<file path="src/rtl/and_cell_sched_pkg.sv">
// Shared definitions for the bit-serial AND-cell scheduler: state encoding and width helper.
package and_cell_sched_pkg;

   localparam logic [1:0] ST_IDLE = 2'd0;
   localparam logic [1:0] ST_EVAL = 2'd1;
   localparam logic [1:0] ST_RESP = 2'd2;

   typedef enum logic [1:0] {
      S_IDLE = ST_IDLE,
      S_EVAL = ST_EVAL,
      S_RESP = ST_RESP
   } state_e;

   function automatic int clog2(input int v);
      int r;
      r = 0;
      while ((1 << r) < v) r++;
      return r;
   endfunction

endpackage

</file>
<file path="src/rtl/and_cell_scheduler_and2.sv">
// Single-bit 2-input AND cell; the one shared evaluation resource of the scheduler.
module and2 (
   input  logic a,
   input  logic b,
   output logic y
);

   assign y = a & b;

endmodule

</file>
<file path="src/rtl/and_cell_scheduler.sv">
// Round-robin scheduler that pushes WIDTH-bit AND jobs from NREQ requesters through one
// shared single-bit cell, LSB first, SETTLE cycles per bit, and returns the tagged result.
module and_cell_scheduler
   import and_cell_sched_pkg::*;
#(
   parameter  int NREQ   = 4,
   parameter  int WIDTH  = 8,
   parameter  int SETTLE = 1,
   localparam int IDW    = clog2(NREQ)
) (
   input  logic                  clk,
   input  logic                  rst_n,
   input  logic [NREQ-1:0]       req_valid,
   output logic [NREQ-1:0]       req_ready,
   input  logic [NREQ*WIDTH-1:0] req_a,
   input  logic [NREQ*WIDTH-1:0] req_b,
   output logic                  rsp_valid,
   input  logic                  rsp_ready,
   output logic [IDW-1:0]        rsp_id,
   output logic [WIDTH-1:0]      rsp_y,
   output logic                  busy
);

   localparam int BW = (WIDTH  > 1) ? clog2(WIDTH)  : 1;
   localparam int SW = (SETTLE > 1) ? clog2(SETTLE) : 1;
   localparam logic [BW-1:0] BIT_LAST  = BW'(WIDTH - 1);
   localparam logic [SW-1:0] SLOT_LAST = SW'(SETTLE - 1);

   state_e           state_q,   state_d;
   logic [IDW-1:0]   ptr_q,     ptr_d;
   logic [IDW-1:0]   g_q,       g_d;
   logic [WIDTH-1:0] opa_q,     opa_d;
   logic [WIDTH-1:0] opb_q,     opb_d;
   logic [WIDTH-1:0] res_q,     res_d;
   logic [BW-1:0]    bitcnt_q,  bitcnt_d;
   logic [SW-1:0]    slotcnt_q, slotcnt_d;

   logic           gnt_found;
   logic [IDW-1:0] gnt_idx;
   logic           cell_a, cell_b, cell_y;

   // First valid requester at or after ptr, wrapping.
   always_comb begin
      logic [IDW-1:0] idx;
      gnt_found = 1'b0;
      gnt_idx   = '0;
      idx       = '0;
      for (int k = 0; k < NREQ; k++) begin
         idx = IDW'((int'(ptr_q) + k) % NREQ);
         if (!gnt_found && req_valid[idx]) begin
            gnt_found = 1'b1;
            gnt_idx   = idx;
         end
      end
   end

   // Gated by rst_n so no accept strobe is shown on an edge where reset wins.
   assign req_ready = (rst_n && state_q == S_IDLE && gnt_found) ? (NREQ'(1) << gnt_idx) : '0;

   assign cell_a = (state_q == S_EVAL) ? opa_q[bitcnt_q] : 1'b0;
   assign cell_b = (state_q == S_EVAL) ? opb_q[bitcnt_q] : 1'b0;

   and2 u_cell (
      .a (cell_a),
      .b (cell_b),
      .y (cell_y)
   );

   always_comb begin
      state_d   = state_q;
      ptr_d     = ptr_q;
      g_d       = g_q;
      opa_d     = opa_q;
      opb_d     = opb_q;
      res_d     = res_q;
      bitcnt_d  = bitcnt_q;
      slotcnt_d = slotcnt_q;
      case (state_q)
         S_IDLE: begin
            if (gnt_found) begin
               opa_d     = req_a[int'(gnt_idx)*WIDTH +: WIDTH];
               opb_d     = req_b[int'(gnt_idx)*WIDTH +: WIDTH];
               g_d       = gnt_idx;
               bitcnt_d  = '0;
               slotcnt_d = '0;
               state_d   = S_EVAL;
            end
         end
         S_EVAL: begin
            if (slotcnt_q == SLOT_LAST) begin
               res_d[bitcnt_q] = cell_y;
               slotcnt_d       = '0;
               bitcnt_d        = bitcnt_q + 1'b1;
               if (bitcnt_q == BIT_LAST) state_d = S_RESP;
            end else begin
               slotcnt_d = slotcnt_q + 1'b1;
            end
         end
         S_RESP: begin
            if (rsp_ready) begin
               ptr_d   = (int'(g_q) == NREQ - 1) ? '0 : g_q + 1'b1;
               state_d = S_IDLE;
            end
         end
         default: state_d = S_IDLE;
      endcase
   end

   always_ff @(posedge clk) begin
      if (!rst_n) begin
         state_q   <= S_IDLE;
         ptr_q     <= '0;
         g_q       <= '0;
         opa_q     <= '0;
         opb_q     <= '0;
         res_q     <= '0;
         bitcnt_q  <= '0;
         slotcnt_q <= '0;
      end else begin
         state_q   <= state_d;
         ptr_q     <= ptr_d;
         g_q       <= g_d;
         opa_q     <= opa_d;
         opb_q     <= opb_d;
         res_q     <= res_d;
         bitcnt_q  <= bitcnt_d;
         slotcnt_q <= slotcnt_d;
      end
   end

   assign rsp_valid = (state_q == S_RESP);
   assign rsp_y     = res_q;
   assign rsp_id    = g_q;
   assign busy      = (state_q != S_IDLE);

endmodule

</file>
<file path="config.mk">
export PLATFORM = sky130hd
export DESIGN_NAME = and_cell_scheduler
export DESIGN_NICKNAME = d
export VERILOG_FILES = /design/src/rtl/and_cell_sched_pkg.sv /design/src/rtl/and_cell_scheduler_and2.sv /design/src/rtl/and_cell_scheduler.sv
export SDC_FILE = /design/constraint.sdc
export NUM_CORES = 1
export LEC_CHECK = 0
export CAP_MARGIN = 20
export CORE_MARGIN = 2
export CORE_UTILIZATION = 46
export CTS_CLUSTER_SIZE = 16
export DETAILED_ROUTE_END_ITERATION = 8
export MAX_ROUTING_LAYER = met4
export PLACE_DENSITY = 0.93
export SLEW_MARGIN = 5
export SYNTH_ARGS = -nofsm -noshare
export SYNTH_HDL_FRONTEND = slang
export SYNTH_SLANG_ARGS = --single-unit
</file>
<file path="constraint.sdc">
create_clock -name clk -period 2.4 [get_ports clk]
set_input_delay 0.36 -clock clk [delete_from_list [all_inputs] [get_ports clk]]
set_output_delay 0.36 -clock clk [all_outputs]
set_load 0.05 [all_outputs]
</file>
After elaboration in Yosys (flattened, before gate mapping):

Index checks and enable logic that the tools add are counted.

* register bits: 34
* input bits: 71
* output and inout port bits: 16
* word-level logic and storage cells: 89

* bitwise gates (word level): 2
* mux-type cells: 38
* shifts and indexed selects: 3
* reductions and logical operators: 18
* magnitude comparators: 6
* add/sub/neg operators: 6
* eq/ne operators: 8

Operators with widths (count)
* 32-bit by 6-bit variable part select with 8-bit output: 2
* 2-bit two-way mux: 9
* 1-bit two-way mux: 15
* 2-bit by 3-bit < comparator with 1-bit output, second input constant: 4
* 1-bit binary-select mux with 2-bit select: 4
* 8-bit bitwise mux: 1
* 2-bit AND reduction: 4
* 1-bit binary-select mux with 3-bit select: 2
* 1-bit logical AND: 6
* 3-bit two-way mux: 2
* 2-bit case mux with 3 select lines: 1
* 3-bit case mux with 2 select lines: 1
* 2-bit by 1-bit adder with 2-bit output, second input constant: 2
* 2-bit adder, second input constant: 2
* 2-bit by 1-bit equality test with 1-bit output, second input constant: 2
* 3-bit by 4-bit < comparator with 1-bit output, second input constant: 1
* 4-bit two-way mux: 1
* 2-bit by 1-bit inequality test with 1-bit output, second input constant: 2
* 2-bit inequality test, second input constant: 2
* 4-bit AND reduction: 1
* 2-bit nonzero test: 2
* 1-bit by 2-bit left shift with 4-bit output, first input constant: 1
* 3-bit by 1-bit adder with 3-bit output, second input constant: 1
* 1-bit demux with 3-bit select: 1
* other kinds (10): 12

Logic depth before layout (Yosys ltp):

Gate-level depths: netlist of the first run.

* word-level depth: 14
* mapped depth: 8
* depth with buffers taken out: 6

By module:

From an unflattened synthesis of the first run, not the netlist that was laid out.

* cells, all modules: 252
* area, all modules: 2082.0 µm²

Modules (own cells, without submodules)
* and_cell_scheduler: cells an instance 251, seq. area each 660.6 µm², instances 1, area an instance 2075.7 µm²
* and2: cells an instance 1, seq. area each 0.0 µm², instances 1, area an instance 6.3 µm²

Least setup slack after synthesis of the first run:

OpenSTA, ideal clock, no wires.

* path kind: reg-to-output
* from: reg state_q[1]
* to: out req_ready[0]
* arrival: 1.689 ns
* required time: 2.040 ns
* cell stages (with the launch flop): 5
* setup slack: 0.351 ns
* buffers on the path: 1
* path through: dfxtp_1 > or2_2 > nor2_2 > buf_2 > and3_1

* word-level cells in the longest chain between the ends: 4

RTL lines
* from (decl): RTL line and_cell_scheduler.sv:29 `state_e state_q, state_d;`
* from (signal assigned): RTL line and_cell_scheduler.sv:120 `state_q <= state_d;`
* 2-bit zero test: RTL line and_cell_scheduler.sv:58 `assign req_ready = (rst_n && state_q == S_IDLE && gnt_found) ? (NREQ'(1) << gnt_idx) : '0;`
* 1-bit logical AND (2 in a row): RTL line and_cell_scheduler.sv:58
* 4-bit two-way mux: RTL line and_cell_scheduler.sv:58
* to (decl): RTL line and_cell_scheduler.sv:14 `output logic [NREQ-1:0] req_ready,`

No other way between the ends.

Worst setup path in the final report of the first run:

* from: in req_valid[0]
* to: out req_ready[2]

* word-level cells in the longest chain between the ends: 14
* elaborated cells on any way between the ends: 25
* those cells by class: 1 x shift; 17 x mux; 7 x reduce/logical

RTL lines
* from (decl): RTL line and_cell_scheduler.sv:13 `input logic [NREQ-1:0] req_valid,`
* 1-bit binary-select mux with 2-bit select: RTL line and_cell_scheduler.sv:50 `if (!gnt_found && req_valid[idx]) begin`
* 1-bit two-way mux (not written as such): RTL line and_cell_scheduler.sv:50
* 1-bit two-way mux: RTL line and_cell_scheduler.sv:50
* 1-bit zero test: RTL line and_cell_scheduler.sv:50
* 1-bit logical AND: RTL line and_cell_scheduler.sv:50
* 1-bit two-way mux: RTL line and_cell_scheduler.sv:50
* 1-bit zero test: RTL line and_cell_scheduler.sv:50
* 1-bit logical AND: RTL line and_cell_scheduler.sv:50
* 1-bit two-way mux: RTL line and_cell_scheduler.sv:50
* 1-bit zero test: RTL line and_cell_scheduler.sv:50
* 1-bit logical AND: RTL line and_cell_scheduler.sv:50
* 2-bit two-way mux / 1-bit two-way mux (equally long branches): RTL line and_cell_scheduler.sv:50
* 1-bit by 2-bit left shift with 4-bit output / 1-bit logical AND (equally long branches): RTL line and_cell_scheduler.sv:58
* 4-bit two-way mux (*): RTL line and_cell_scheduler.sv:58

Mark *: on every way between the ends. The rest lies on a longest branch, timed or not. The select of a mux whose other input is x is not followed.

==> impl_metrics.ini, run 1 <==
[timing]
setup_ws_ns = 0.0584
slew_headroom_pct = 66.7
finalSetupTns_ns = 0
hold_viol = 0
rsz0062_at_grt = no
period_needed_ns = 2.34
fmax_ghz = 0.427
slew_viol_final = 0
finalCritPeriodShare_pct = 97.6
finClkSkew_ns = 0.00314
worst_slew_pin_slew_ns = 0.499
setup_viol = 0

[clock_network]
clkSinkCount = 33
cts-resized-gates = 0
clock-root-buffer = clkbuf_8
post_cts_buffers = 0
hold_buffers = 0
cts_tree = built
cts_made_buffers = 5
cts.htree.levels = 2
clk_latency_ns = 0.28
path_clk_slew_ns = 0.07
clockBufferDepth = 2

[power_and_ir_drop]
internal_power_mw = 0.993
p_sw_mw = 0.392
p_comb_share_pct = 26.2
ir_worst_vdd_mv = 0.280
power_frac_clock_pct = 29.3
p_leak_nw = 1.15
seq_power_share_pct = 44.5
powerDensity_nw_per_um2 = 444
power.share.switching_pct = 28.3

[die]
die_h_um = 71.0
dieArea_um2 = 5040
fp-row-count = 24
coreArea_um2 = 4320
initial_core_util_pct = 47.7
io_pins = 87
die_w_um = 71.0

[placed_design]
dp_slack_ns = 0.0792
gp_congestion = 0.859
portBuffers = 86
hpwlAfterDp_um = 4660
placedCellCount = 373
dpl_cell_area_um2 = 3040

[setup_path]
critPathMaxFanout = 9
cp.required_ns = 2.04
path_class = in -> out
worstPathArrival_ns = 1.98
critPathLaunchType = input port
crit_path_end_kind = output pin

[routing]
dr.pass1.iters = 5
vias = 2297
drtAntennaViolNets = 0
drtIter0Drc = 197
routedWlPerCell_um = 15.9
wirelength_um = 6040
post-route-drc-count = 0
routed_via_density = 6.03

[yosys]
seq_area_frac_synth_pct = 32.0
syn_avg_cell_area_um2 = 8.57
synth_area_um2 = 2060
synth_ff_type = dfxtp_1
yosys_warnings = 0
synth_edf_count = 0
ys_ff_latch = 33
synth.distinct_cells = 40
synth_fp_nets = 315
async_flop_share_pct = 0
syn_inst = 241

[finish]
drive_gt1_share_pct = 10.3
antennaDiodeCount = 0
fill_cells = 358
syn2layout_area_growth_pct = 51.2
final_cell_mix = clkdlybuf4s50_1 (82), dfxtp_1 (33), mux2i_1 (23)
fin_nets = 402
finalNonFillerCells = 381
final_common_cell = clkdlybuf4s50_1
final_area_um2 = 3120

[job]
cap_violations = 0

[grt]
grt_pass1_vias = 2118
antenna_found_initial = 0
grt-ovfl-total = 0
grt_usage_pct = 25.1
grt_pass1_wl_um = 9760
grt_max_degree = 25

[min_path]
hold_class = reg -> reg

[outcome]
status = completed
-- Yosys cell counts, types with 6 or more instances --
master | count | area, um^2
dfxtp_1 | 33 | 661
mux2i_1 | 23 | 230
o21ai_0 | 22 | 110
nand2_1 | 17 | 63.8
nor2b_1 | 17 | 106
a221oi_1 | 16 | 140
o211ai_1 | 16 | 120
o22ai_1 | 16 | 100
clkbuf_1 | 9 | 33.8
nor2_1 | 9 | 33.8
nand3_1 | 8 | 40.0
buf_2 | 6 | 30.0
-- flip-flops by register name, summed over array words and instances, names as in the netlist --
name      flops
opa_q         8
opb_q         8
rsp_y         8
bitcnt_q      3
ptr_q         2
rsp_id        2
state_q       2
-- power by group through the flow --
stage	clock (mW)	sequential [mW]	combinational (mW)
2_1_floorplan	0	0.624	0.180
3_3_place_gp	0	0.624	0.348
3_5_place_dp	0	0.627	0.359
4_1_cts	0.410	0.615	0.361
5_1_grt	0.433	0.620	0.392
6_report	0.406	0.616	0.362
-- cells by family after synthesis --
kind of cell	share of synthesized area, %
multiplexers	11.2
buffers and inverters	6.18
AND/OR/NAND/NOR	18.0
adder cells (fa/ha/maj)	1.82
AO/OA/AOI/OAI	30.8
flip-flops	32.0
-- final timing paths --
check                         startpoint                     end  slack [ns]  cells after the start
setup reg to reg   ptr_q[1]$_SDFFE_PN0P_   opb_q[1]$_SDFFE_PN0P_        0.62                      5
setup / recovery            req_valid[0]            req_ready[2]        0.06                      6
hold reg to reg   rsp_id[1]$_SDFFE_PN0P_  rsp_id[1]$_SDFFE_PN0P_        0.50                      2
hold / removal    rsp_id[1]$_SDFFE_PN0P_  rsp_id[1]$_SDFFE_PN0P_        0.50                      2
-- per-layer routing --
layer  part of all wire, %  global-route usage [%]
met2                    51                    43.0
met4                   4.0                    11.9
met3                   5.7                    4.84
met5                     0                       -
met1                    39                    28.1
-- worst max-delay path, stage by stage --
cell             delay, ns
clkdlybuf4s50_1       0.62
nor2b_4               0.24
nor3_1                0.06
o31a_1                0.31
and3_1                0.23
buf_12                0.16
-- metrics by stage --
stage / util [%] / hold WS (ns) / total power, mW
floorplan: - / 0.528 / 0.804
global placement: 70.3 / 0.471 / 0.972
detailed placement: 70.3 / 0.485 / 0.986
CTS: 72.2 / 0.501 / 1.39
global route: 72.2 / 0.521 / 1.45
finish: 72.2 / 0.501 / 1.38
-- area by class of cell --
type                    count  area [um^2]  share of cell area (%)
flip-flops and latches     33          661                    21.2
well taps                  52         65.1                    2.09
clock inverters             2         10.0                   0.321
repair buffers            100         1020                    32.6
clock buffers               6         72.6                    2.33
inverters                   3         11.3                   0.361
multi-input cells         185         1280                    41.1
Note: power is estimated with default switching activity, not from simulation.
==> run 2, diff against run 1 <==
CORE_UTILIZATION = 25   (was 46)
CTS_BUF_LIST = sky130_fd_sc_hd__clkbuf_8   (was not set)
CTS_CLUSTER_SIZE = not set   (was 16)
PLACE_DENSITY = 0.59   (was 0.93)
==> run 2 against run 1 <==
Effect of this change:
- die area rose by 79%
- largest power group unchanged
- maximum frequency grew 3.4%
- clock power up 2%
- sequential share of layout area shrank 0.69 points
- wire length up 4.9%
- core utilization shrank 32 points
- register-to-register slack better by 0.03 ns
- non-clock buffer count increased by 4
- via count fell by 5.9%
- critical endpoint unchanged
- worst hold slack worse by 0.031 ns
- flip-flop and latch count is the same
- critical path depth did not move
==> impl_metrics.ini, run 2 (synthesized netlist as in run 1, its figures left out) <==
[outcome]
status = completed

[clock_network]
clock-root-buffer = clkbuf_8
post_cts_buffers = 0
cts_tree = built
cts.htree.levels = 2
cts-resized-gates = 1
clockBufferDepth = 2
clk_latency_ns = 0.28
clkSinkCount = 33
hold_buffers = 0
path_clk_slew_ns = 0.08
cts_made_buffers = 5

[setup_path]
reg2reg_from = ptr_q[1]$_SDFFE_PN0P_
startpoint = req_valid[0]
cp_slowest_stage_delay_ns = 0.60
path_class = in -> out
cp.required_ns = 2.04
critPathLaunchType = input port
slowest_stage = clkdlybuf4s50_1
path_cells = clkdlybuf4s50_1 > nor2b_4 > nor3_1 > o31a_1 > and3_1 > buf_12
crit_path_end_kind = output pin
worstPathArrival_ns = 1.90
critPathMaxFanout = 7

[timing]
hold_viol = 0
worst_slew_pin_slew_ns = 0.501
finalCritPeriodShare_pct = 94.4
period_needed_ns = 2.26
fmax_ghz = 0.442
rsz0062_at_grt = no
setup_viol = 0
finClkSkew_ns = 0.00631
slew_viol_final = 0
slew_headroom_pct = 66.5

[power_and_ir_drop]
ir_worst_vdd_mv = 0.191
power_frac_clock_pct = 29.6
powerDensity_nw_per_um2 = 434
power.share.switching_pct = 28.8
p_comb_share_pct = 26.3
seq_power_share_pct = 44.0
p_sw_mw = 0.403
p_leak_nw = 1.17
internal_power_mw = 0.996

[routing]
wirelength_um = 6340
drtIter0Drc = 71
post-route-drc-count = 0
drtAntennaViolNets = 0
dr.pass1.iters = 4
routedWlPerCell_um = 14.5
vias = 2161
routed_via_density = 4.93

[finish]
finalNonFillerCells = 438
fin_nets = 406
final_area_um2 = 3230
antennaDiodeCount = 0
syn2layout_area_growth_pct = 56.2
final_cell_mix = clkdlybuf4s50_1 (82), dfxtp_1 (33), mux2i_1 (23)
drive_gt1_share_pct = 11.7
final_common_cell = clkdlybuf4s50_1

[die]
fp-row-count = 33
initial_core_util_pct = 25.5
die_h_um = 94.9
die_w_um = 94.9
coreArea_um2 = 8090
io_pins = 87
dieArea_um2 = 9000

[placed_design]
gp_congestion = 0.834
portBuffers = 86
dpl_cell_area_um2 = 3130
hpwlAfterDp_um = 4960
placedCellCount = 430

[grt]
grt_pass1_wl_um = 10100
grt-ovfl-total = 0
antenna_found_initial = 0
grt_usage_pct = 14.8
grt_pass1_vias = 2071
grt_max_degree = 29

[min_path]
hold_class = reg -> reg
min_from = rsp_y[0]$_SDFFE_PN0P_

[job]
cap_violations = 0
==> run 2: cell count changes in the layout (fill, tap and decap cells not counted) <==
cell,change
clkbuf_1,-1
nor2_2,-1
nor2_4,+1
clkinvlp_4,+1
buf_4,+4
==> run 2: power by group through the flow <==
stage          Sequential, mW  Clock, mW  Combinational [mW]
3_3_place_gp            0.625          0               0.364
2_1_floorplan           0.624          0               0.180
4_1_cts                 0.615      0.422               0.371
5_1_grt                 0.620      0.456               0.402
6_report                0.616      0.414               0.369
3_5_place_dp            0.627          0               0.369
==> run 2: worst paths after layout <==
path | endpoint | slack [ns] | cells past startpoint
setup / recovery | req_ready[2] | 0.14 | 6
hold / removal | rsp_y[0]$_SDFFE_PN0P_ | 0.47 | 2
setup reg to reg | opb_q[2]$_SDFFE_PN0P_ | 0.65 | 6
hold reg to reg | rsp_y[0]$_SDFFE_PN0P_ | 0.47 | 2
==> run 2: metrics by stage <==
stage	utilization [%]	setup TNS, ns	power, mW	hold slack (ns)	setup WS, ns
2_1_floorplan	-	0	0.804	0.528	0.351
3_3_place_gp	38.7	0	0.989	0.459	0.0147
3_5_place_dp	38.7	-0.0832	0.996	0.465	-0.0311
4_1_cts	39.9	0	1.41	0.476	0.123
5_1_grt	39.9	0	1.48	0.502	0.0312
6_report	39.9	0	1.40	0.470	0.135
==> run 2: critical path: cells and delay by family <==
family	cells	cell delay (ns)
buffers and inverters	2	0.75
AOI/OAI and AO/OA	1	0.30
and+or+nand+nor	3	0.50
==> run 2: cell type report <==
| cell class | instances | area (um^2) |
|---|---|---|
| Inverter | 3 | 11.3 |
| Multi-Input combinational cell | 185 | 1290 |
| Tap cell | 105 | 131 |
| Fill cell | 831 | 4870 |
| Sequential cell | 33 | 661 |
| Timing Repair Buffer | 104 | 1050 |
| Clock buffer | 5 | 68.8 |
| Clock inverter | 3 | 17.5 |
==> run 2: routing by layer <==
metal | wire [um] | share of wire [%] | GRT usage [%] | vias to the layer above
met1 | 2910 | 46 | 19.1 | 991
met3 | 242 | 3.8 | 2.79 | 4
met5 | 0 | 0 | - | -
met4 | 38 | 0.60 | 3.02 | 0
li1 | - | - | - | 1103
met2 | 3150 | 50 | 24.2 | 63
==> run 3, diff against run 2 <==
PLACE_DENSITY = 0.49   (was 0.59)
TNS_END_PERCENT = 5   (was not set)
==> run 3 against run 2 <==
Effect of this change:
- flip-flop and latch count stayed put
- maximum frequency hardly changed
- core utilization hardly changed
- critical path depth stayed put
- design area hardly changed
- clock skew is 0.00073 ns higher
- sequential share of layout area hardly changed
- total power is 8.3% higher
- global-route usage is 0.21 points higher
- clock power is 30% higher
- critical endpoint is now req_ready[1]
- largest power group unchanged
==> impl_metrics.ini, run 3 (synthesized netlist as in run 1, its figures left out) <==
[clock_network]
cts.htree.levels = 2
clkSinkCount = 33
cts_made_buffers = 5
cts_tree = built
clockBufferDepth = 2
hold_buffers = 0
cts-resized-gates = 0
clk_latency_ns = 0.29
clock-root-buffer = clkbuf_8
path_clk_slew_ns = 0.07
post_cts_buffers = 0

[grt]
grt_max_degree = 50
antenna_found_initial = 0
grt_pass1_wl_um = 10200
grt-ovfl-total = 0
grt_usage_pct = 15.0
grt_pass1_vias = 2055

[finish]
final_area_um2 = 3230
final_common_cell = clkdlybuf4s50_1
fin_nets = 403
fill_cells = 844
drive_gt1_share_pct = 10.6
multi_input_area_um2 = 1280
regArea_um2 = 661
finalNonFillerCells = 435
syn2layout_area_growth_pct = 56.4
final_cell_mix = clkdlybuf4s50_1 (82), dfxtp_1 (33), mux2i_1 (23)
antennaDiodeCount = 0

[routing]
drtIter0Drc = 112
wirelength_um = 6380
routed_via_density = 4.96
drtAntennaViolNets = 0
post-route-drc-count = 0
routedWlPerCell_um = 14.7
vias = 2159
dr.pass1.iters = 4

[timing]
period_needed_ns = 2.26
slew_headroom_pct = 66.4
finClkSkew_ns = 0.00704
hold_ws_ns = 0.472
rsz0062_at_grt = no
fmax_ghz = 0.442
setup_viol = 0
finalCritPeriodShare_pct = 94.4
worst_slew_pin_slew_ns = 0.502
hold_viol = 0
finalSetupTns_ns = 0
slew_viol_final = 0

[setup_path]
cp.required_ns = 2.04
crit_family = simple AND/OR/NAND/NOR gates
slowest_stage = clkdlybuf4s50_1
critPathMaxFanout = 7
worstPathArrival_ns = 1.90
critPathLaunchType = input port
path_buf_inv = 2
path_class = in -> out
path_cells = clkdlybuf4s50_1 > or3_4 > nor2_1 > nor2_2 > and3_1 > buf_12
cp_slowest_stage_delay_ns = 0.51
crit_path_end_kind = output pin

[die]
die_w_um = 94.9
io_pins = 87
fp-row-count = 33
coreArea_um2 = 8090
die_h_um = 94.9
initial_core_util_pct = 25.5
dieArea_um2 = 9000

[min_path]
hold_class = reg -> reg

[job]
cap_violations = 0

[placed_design]
placedCellCount = 427
dpl_cell_area_um2 = 3110
hpwlAfterDp_um = 4920
portBuffers = 86
gp_congestion = 0.814

[power_and_ir_drop]
power_mw = 1.52
ir_worst_vdd_mv = 0.159
powerDensity_nw_per_um2 = 469
p_leak_nw = 1.18

[outcome]
status = completed
==> run 3: worst min-delay path, delay by kind of cell, from the launching register on <==
kind | cells | cell delay, ns
compound gates | 1 | 0.07
simple gates | 1 | 0.05
flops | 1 | 0.31
==> run 3: final timing paths <==
check | endpoint | cells after the start | slack (ns) | start
setup / recovery | req_ready[1] | 6 | 0.14 | req_valid[2]
hold / removal | rsp_y[0]$_SDFFE_PN0P_ | 2 | 0.47 | rsp_y[0]$_SDFFE_PN0P_
setup reg to reg | opa_q[3]$_SDFFE_PN0P_ | 6 | 0.69 | ptr_q[1]$_SDFFE_PN0P_
hold reg to reg | rsp_y[0]$_SDFFE_PN0P_ | 2 | 0.47 | rsp_y[0]$_SDFFE_PN0P_
==> run 3: through the flow <==
step | setup slack [ns] | util [%]
after detailed placement | 0.149 | 38.5
after CTS | 0.144 | 39.9
after global placement | 0.150 | 38.5
after floorplan | 0.351 | -
after global routing | 0.0946 | 39.9
final | 0.135 | 39.9
==> run 3: area by class of cell <==
cell class | count | area share [%]
Timing Repair Buffer | 101 | 31.8
Sequential cell | 33 | 20.5
Multi-Input combinational cell | 185 | 39.7
Inverter | 3 | 0.349
Clock buffer | 6 | 2.56
Tap cell | 105 | 4.07
Clock inverter | 2 | 1.05
==> run 3: report_power, final <==
group	switching [mW]	total [mW]	internal [mW]
Sequential	0.0314	0.616	0.584
Clock	0.204	0.538	0.334
Combinational	0.155	0.362	0.207
Total	0.390	1.52	1.13
==> run 3: layer usage <==
layer | track usage, % | part of all wire (%) | wire length (um) | vias up
li1 | - | - | - | 1105
met4 | 3.62 | 0.88 | 56 | 0
met2 | 23.3 | 44 | 2790 | 77
met3 | 3.51 | 6.4 | 407 | 6
met5 | - | 0 | 0 | -
met1 | 19.7 | 49 | 3120 | 971
==> edit 1, RTL diff (flow settings as in run 1) <==
Take the reset off `g_q`, `opa_q`, `opb_q` and `res_q` and load them in a clocked block of their own.
--- a/src/rtl/and_cell_scheduler.sv
+++ b/src/rtl/and_cell_scheduler.sv
@@ -110,22 +110,21 @@
       if (!rst_n) begin
          state_q   <= S_IDLE;
          ptr_q     <= '0;
-         g_q       <= '0;
-         opa_q     <= '0;
-         opb_q     <= '0;
-         res_q     <= '0;
          bitcnt_q  <= '0;
          slotcnt_q <= '0;
       end else begin
          state_q   <= state_d;
          ptr_q     <= ptr_d;
-         g_q       <= g_d;
-         opa_q     <= opa_d;
-         opb_q     <= opb_d;
-         res_q     <= res_d;
          bitcnt_q  <= bitcnt_d;
          slotcnt_q <= slotcnt_d;
       end
+   end
+
+   always_ff @(posedge clk) begin
+      g_q   <= g_d;
+      opa_q <= opa_d;
+      opb_q <= opb_d;
+      res_q <= res_d;
    end
 
    assign rsp_valid = (state_q == S_RESP);
Function: changed (a bounded check fails within 4 cycles, from zero or initial values and one cycle with rst_n low).
==> edit 1 against run 1 <==
Worst setup slack gained 0.059 ns; power grew 12%; hold slack gained 0.056 ns; wire length shrank 26%; cell area shrank 2.0%; maximum frequency grew 2.6%; area after synthesis shrank 3.3%; sequential cell count is the same; largest cell class unchanged; largest power group unchanged.
==> edit 1: results (changes against run 1) <==
metric,value,unit,change
outcome,completed,,unchanged
drive_gt1_share,11.6,%,was 10.3%
grt_max_degree,33,,was 25
ys_types,32,,was 40
synth_nets,233,,was 315
finalWeightedCongestion,0.817,,was 0.859
syn_area_per_cell,12.6,µm²,was 8.57 µm²
arrival,1.92,ns,was 1.98 ns
grt.total_usage,20.6,%,was 25.1%
powerClk,495,µW,was 406 µW
worstPathMaxFanout,5,,was 9
dpl.hpwl,3480,µm,was 4660 µm
slew_headroom,52.7,%,was 66.7%
nets,323,,was 402
p_leak,1.12,nW,was 1.15 nW
synth_top_family_by_area,multiplexers,,was compound AO/OA/AOI/OAI gates
synthAdderAreaFrac,1.88,%,was 1.82%
stdcell_count,300,,was 381
clock_skew,0.00638,ns,was 0.00314 ns
drt-initial-drc-count,83,,was 197
synth-edff-count,26,,was 0
ys.flop_type,edfxtp_1,,was dfxtp_1
ys_seq_area_share,46.1,%,was 32.0%
p_int,1.18,mW,was 993 µW
wl,4490,µm,was 6040 µm
dr.pass1.iters,4,,was 5
r2r_cells,3,,was 5
p_sw,361,µW,was 392 µW
synth_compound_area_share,5.20,%,was 30.8%
grt_first_pass_wirelength,7460,µm,was 9760 µm
fillers,260,,was 358
synthTopCellsByArea,"edfxtp_1, mux2i_1, dfxtp_1",,"was dfxtp_1, mux2i_1, a221oi_1"
dp_cells,291,,was 373
grt_pass1_vias,1645,,"was 2,118"
synth_mux_area_share,29.6,%,was 11.2%
vias_per_cell,5.30,,was 6.03
vdd.ir_drop.worst,0.318,mV,was 0.280 mV
==> edit 1: changes by cell type in the layout (fill, tap and decap cells not counted), moves of 14 or more <==
cell | run 1 | this run
a221oi_1 | 16 | 0
dfxtp_1 | 33 | 7
edfxtp_1 | 0 | 26
mux2i_1 | 23 | 50
o211ai_1 | 16 | 0
o21ai_0 | 22 | 0
o22ai_1 | 16 | 2
==> edit 1: cell families after synthesis <==
group,count (synthesis)
AOI/OAI and AO/OA,15
adders and majority gates,3
buffers and inverters,15
DFF,33
muxes,54
and+or+nand+nor,39
==> edit 1: cell type report <==
class	instances	area share [%]
inverters	5	0.614
repair buffers	93	31.6
clock buffers	6	2.37
flip-flops and latches	33	30.1
clock inverters	2	1.11
multi-input cells	111	32.1
well taps	50	2.05
==> edit 1: critical path, stage by stage <==
cell	delay, ns
clkdlybuf4s50_1	0.52
and2b_1	0.16
nor2_1	0.04
o22a_2	0.28
buf_4	0.18
nor3b_4	0.22
buf_12	0.17
==> edit 1: per-layer routing <==
metal  share of wire (%)  global-route usage [%]
met3                 5.3                    5.05
met4                 2.3                    8.76
met1                  39                    22.3
met2                  53                    35.9
met5                   0                       -
==> edit 1: final timing paths <==
| kind | startpoint | endpoint | slack [ns] |
|---|---|---|---|
| max | req_valid[0] | req_ready[1] | 0.12 |
| min | ptr_q[1] | ptr_q[1] | 0.56 |
| max reg2reg | bitcnt_q[0] | rsp_y[7] | 0.51 |
| min reg2reg | ptr_q[1] | ptr_q[1] | 0.56 |
==> edit 1: stage by stage <==
step	utilization, %	cell area (µm²)	worst slack (ns)
after CTS	74.6	3050	0.0553
after global placement	72.0	2940	0.141
after detailed placement	72.0	2940	0.0680
after global routing	74.8	3060	0.0519
final	74.8	3060	0.117
after floorplan	-	2030	0.0587
==> edit 2, RTL diff (settings of run 1) <==
Without the edit above. Set the parameter `NREQ` to 2 (it was 4).
--- a/src/rtl/and_cell_scheduler.sv
+++ b/src/rtl/and_cell_scheduler.sv
@@ -3,7 +3,7 @@
 module and_cell_scheduler
    import and_cell_sched_pkg::*;
 #(
-   parameter  int NREQ   = 4,
+   parameter  int NREQ   = 2,
    parameter  int WIDTH  = 8,
    parameter  int SETTLE = 1,
    localparam int IDW    = clog2(NREQ)
Interface: changed (5 resized); port bits go from 87 to 50. No check against the original RTL was run, so the function may have changed too.
==> edit 2 against run 1 <==
Sequential cell count down 2; via count down 38%; core utilization down 3.0 points; area after synthesis down 26%; global-route usage down 1.7 points; synthesized cell count down 38%; sequential share of layout area up 7.8 points; worst setup slack better by 0.15 ns; count of clock-buffer cells in the layout unchanged; wire length down 36%; die area down 25%; power down 8.5%; cell area down 31%; critical path type is now register to output port.
==> edit 2: results (changes against run 1) <==
metric,value,unit,change
outcome,completed,,unchanged
maxCapViolations,0,,unchanged
ys_types,39,,was 40
post_cts_buffers,0,,unchanged
clock_skew,0.0112,ns,was 0.00314 ns
wl,3880,µm,was 6040 µm
dp_cells,231,,was 373
clock-root-buffer,clkbuf_4,,was clkbuf_8
grt_first_pass_wirelength,6230,µm,was 9760 µm
worstPathMaxFanout,21,,was 9
synthTopCellsByCount,"dfxtp_1, a221o_1, o211a_1",,"was dfxtp_1, mux2i_1, o21ai_0"
ys_seq_area_share,40.8,%,was 32.0%
clk_latency,0.33,ns,was 0.28 ns
vdd.ir_drop.worst,0.332,mV,was 0.280 mV
synthArstFlopShare,0,%,unchanged
arrival,1.83,ns,was 1.98 ns
stdcell_count,239,,was 381
cts_buffer_depth,2,,unchanged
drt-initial-drc-count,112,,was 197
cts_made_buffers,5,,unchanged
grt.total_usage,23.5,%,was 25.1%
drv_slew,0,,unchanged
drive_gt1_share,11.3,%,was 10.3%
antenna_found_initial,0,,unchanged
antenna_cells,0,,unchanged
worst_pin_slew,0.679,ns,was 0.499 ns
cts-resized-gates,0,,unchanged
syn_area_per_cell,10.1,µm²,was 8.57 µm²
cpPeakStageDelay,0.53,ns,was 0.62 ns
post-place-ws,0.430,ns,was 0.0792 ns
grt_pass1_vias,1412,,"was 2,118"
ys_warn_count,0,,unchanged
grt_max_degree,27,,was 25
path_clk_slew,0.10,ns,was 0.07 ns
min_path_type,register to register,,unchanged
dr.pass1.iters,4,,was 5
slowest_stage,inv_1,,was clkdlybuf4s50_1
dpl.hpwl,2890,µm,was 4660 µm
finalWeightedCongestion,0.777,,was 0.859
port_buffers,49,,was 86
p_leak,0.955,nW,was 1.15 nW
synthTopCellsByArea,"dfxtp_1, a221o_1, o211a_1",,"was dfxtp_1, mux2i_1, a221oi_1"
htreeDepth,2,,unchanged
synth_nets,189,,was 315
vias_per_cell,5.95,,was 6.03
path_delay_family,buffers and inverters,,unchanged
-- edit 2: cell count changes after synthesis, sizes merged, moves of 15 or more --
cell	change
o211a	+15
a221o	+16
nor2b	-16
o22ai	-15
o21ai	-17
a221oi	-16
mux2i	-21
-- edit 2: worst paths after layout --
check	start	cells after the start	to	slack, ns
hold reg to reg	rsp_y[7]	2	rsp_y[7]	0.49
setup reg to reg	state_q[1]	4	opb_q[0]	0.66
setup / recovery	state_q[1]	3	busy	0.21
hold / removal	rsp_y[7]	2	rsp_y[7]	0.49
-- edit 2: per-stage QoR --
step / utilization, % / instance area (µm²)
floorplan: - / 1520
global placement: 65.8 / 2040
detailed placement: 65.8 / 2040
CTS: 69.1 / 2140
global route: 69.2 / 2150
finish: 69.2 / 2150
-- edit 2: worst reg2reg max path, delay by kind of cell, from the launching register on --
family / cells / cell delay, ns
DFF: 1 / 0.40
and+or+nand+nor: 1 / 0.26
AOI/OAI and AO/OA: 2 / 0.59
buffers and inverters: 1 / 0.37
-- edit 2: cell families after synthesis --
logic type	after synthesis	synth area share [%]
mux	4	2.80
compound gates	61	34.8
fa+ha+maj	2	1.65
simple gates	32	14.2
buf+inv	20	5.68
flops	31	40.8
-- edit 2: metal layers --
metal	vias to the layer above	GRT usage, %	wire length [µm]
met5	-	-	0
met4	0	10.9	65
met3	7	3.78	210
met2	52	42.9	2030
met1	689	24.2	1580
li1	673	-	-
-- edit 2: power breakdown --
group	total, mW	internal (mW)	switching, mW
clock	0.504	0.325	0.179
combinational	0.196	0.109	0.0863
sequential	0.568	0.542	0.0252
-- edit 2: area by class of cell --
class                   instances  area [µm²]
fillers                       258         957
clock buffers                   6        41.3
well taps                      44        55.1
clock inverters                 2        60.1
flip-flops and latches         31         621
repair buffers                 53         541
inverters                       4        15.0
multi-input cells              99         813
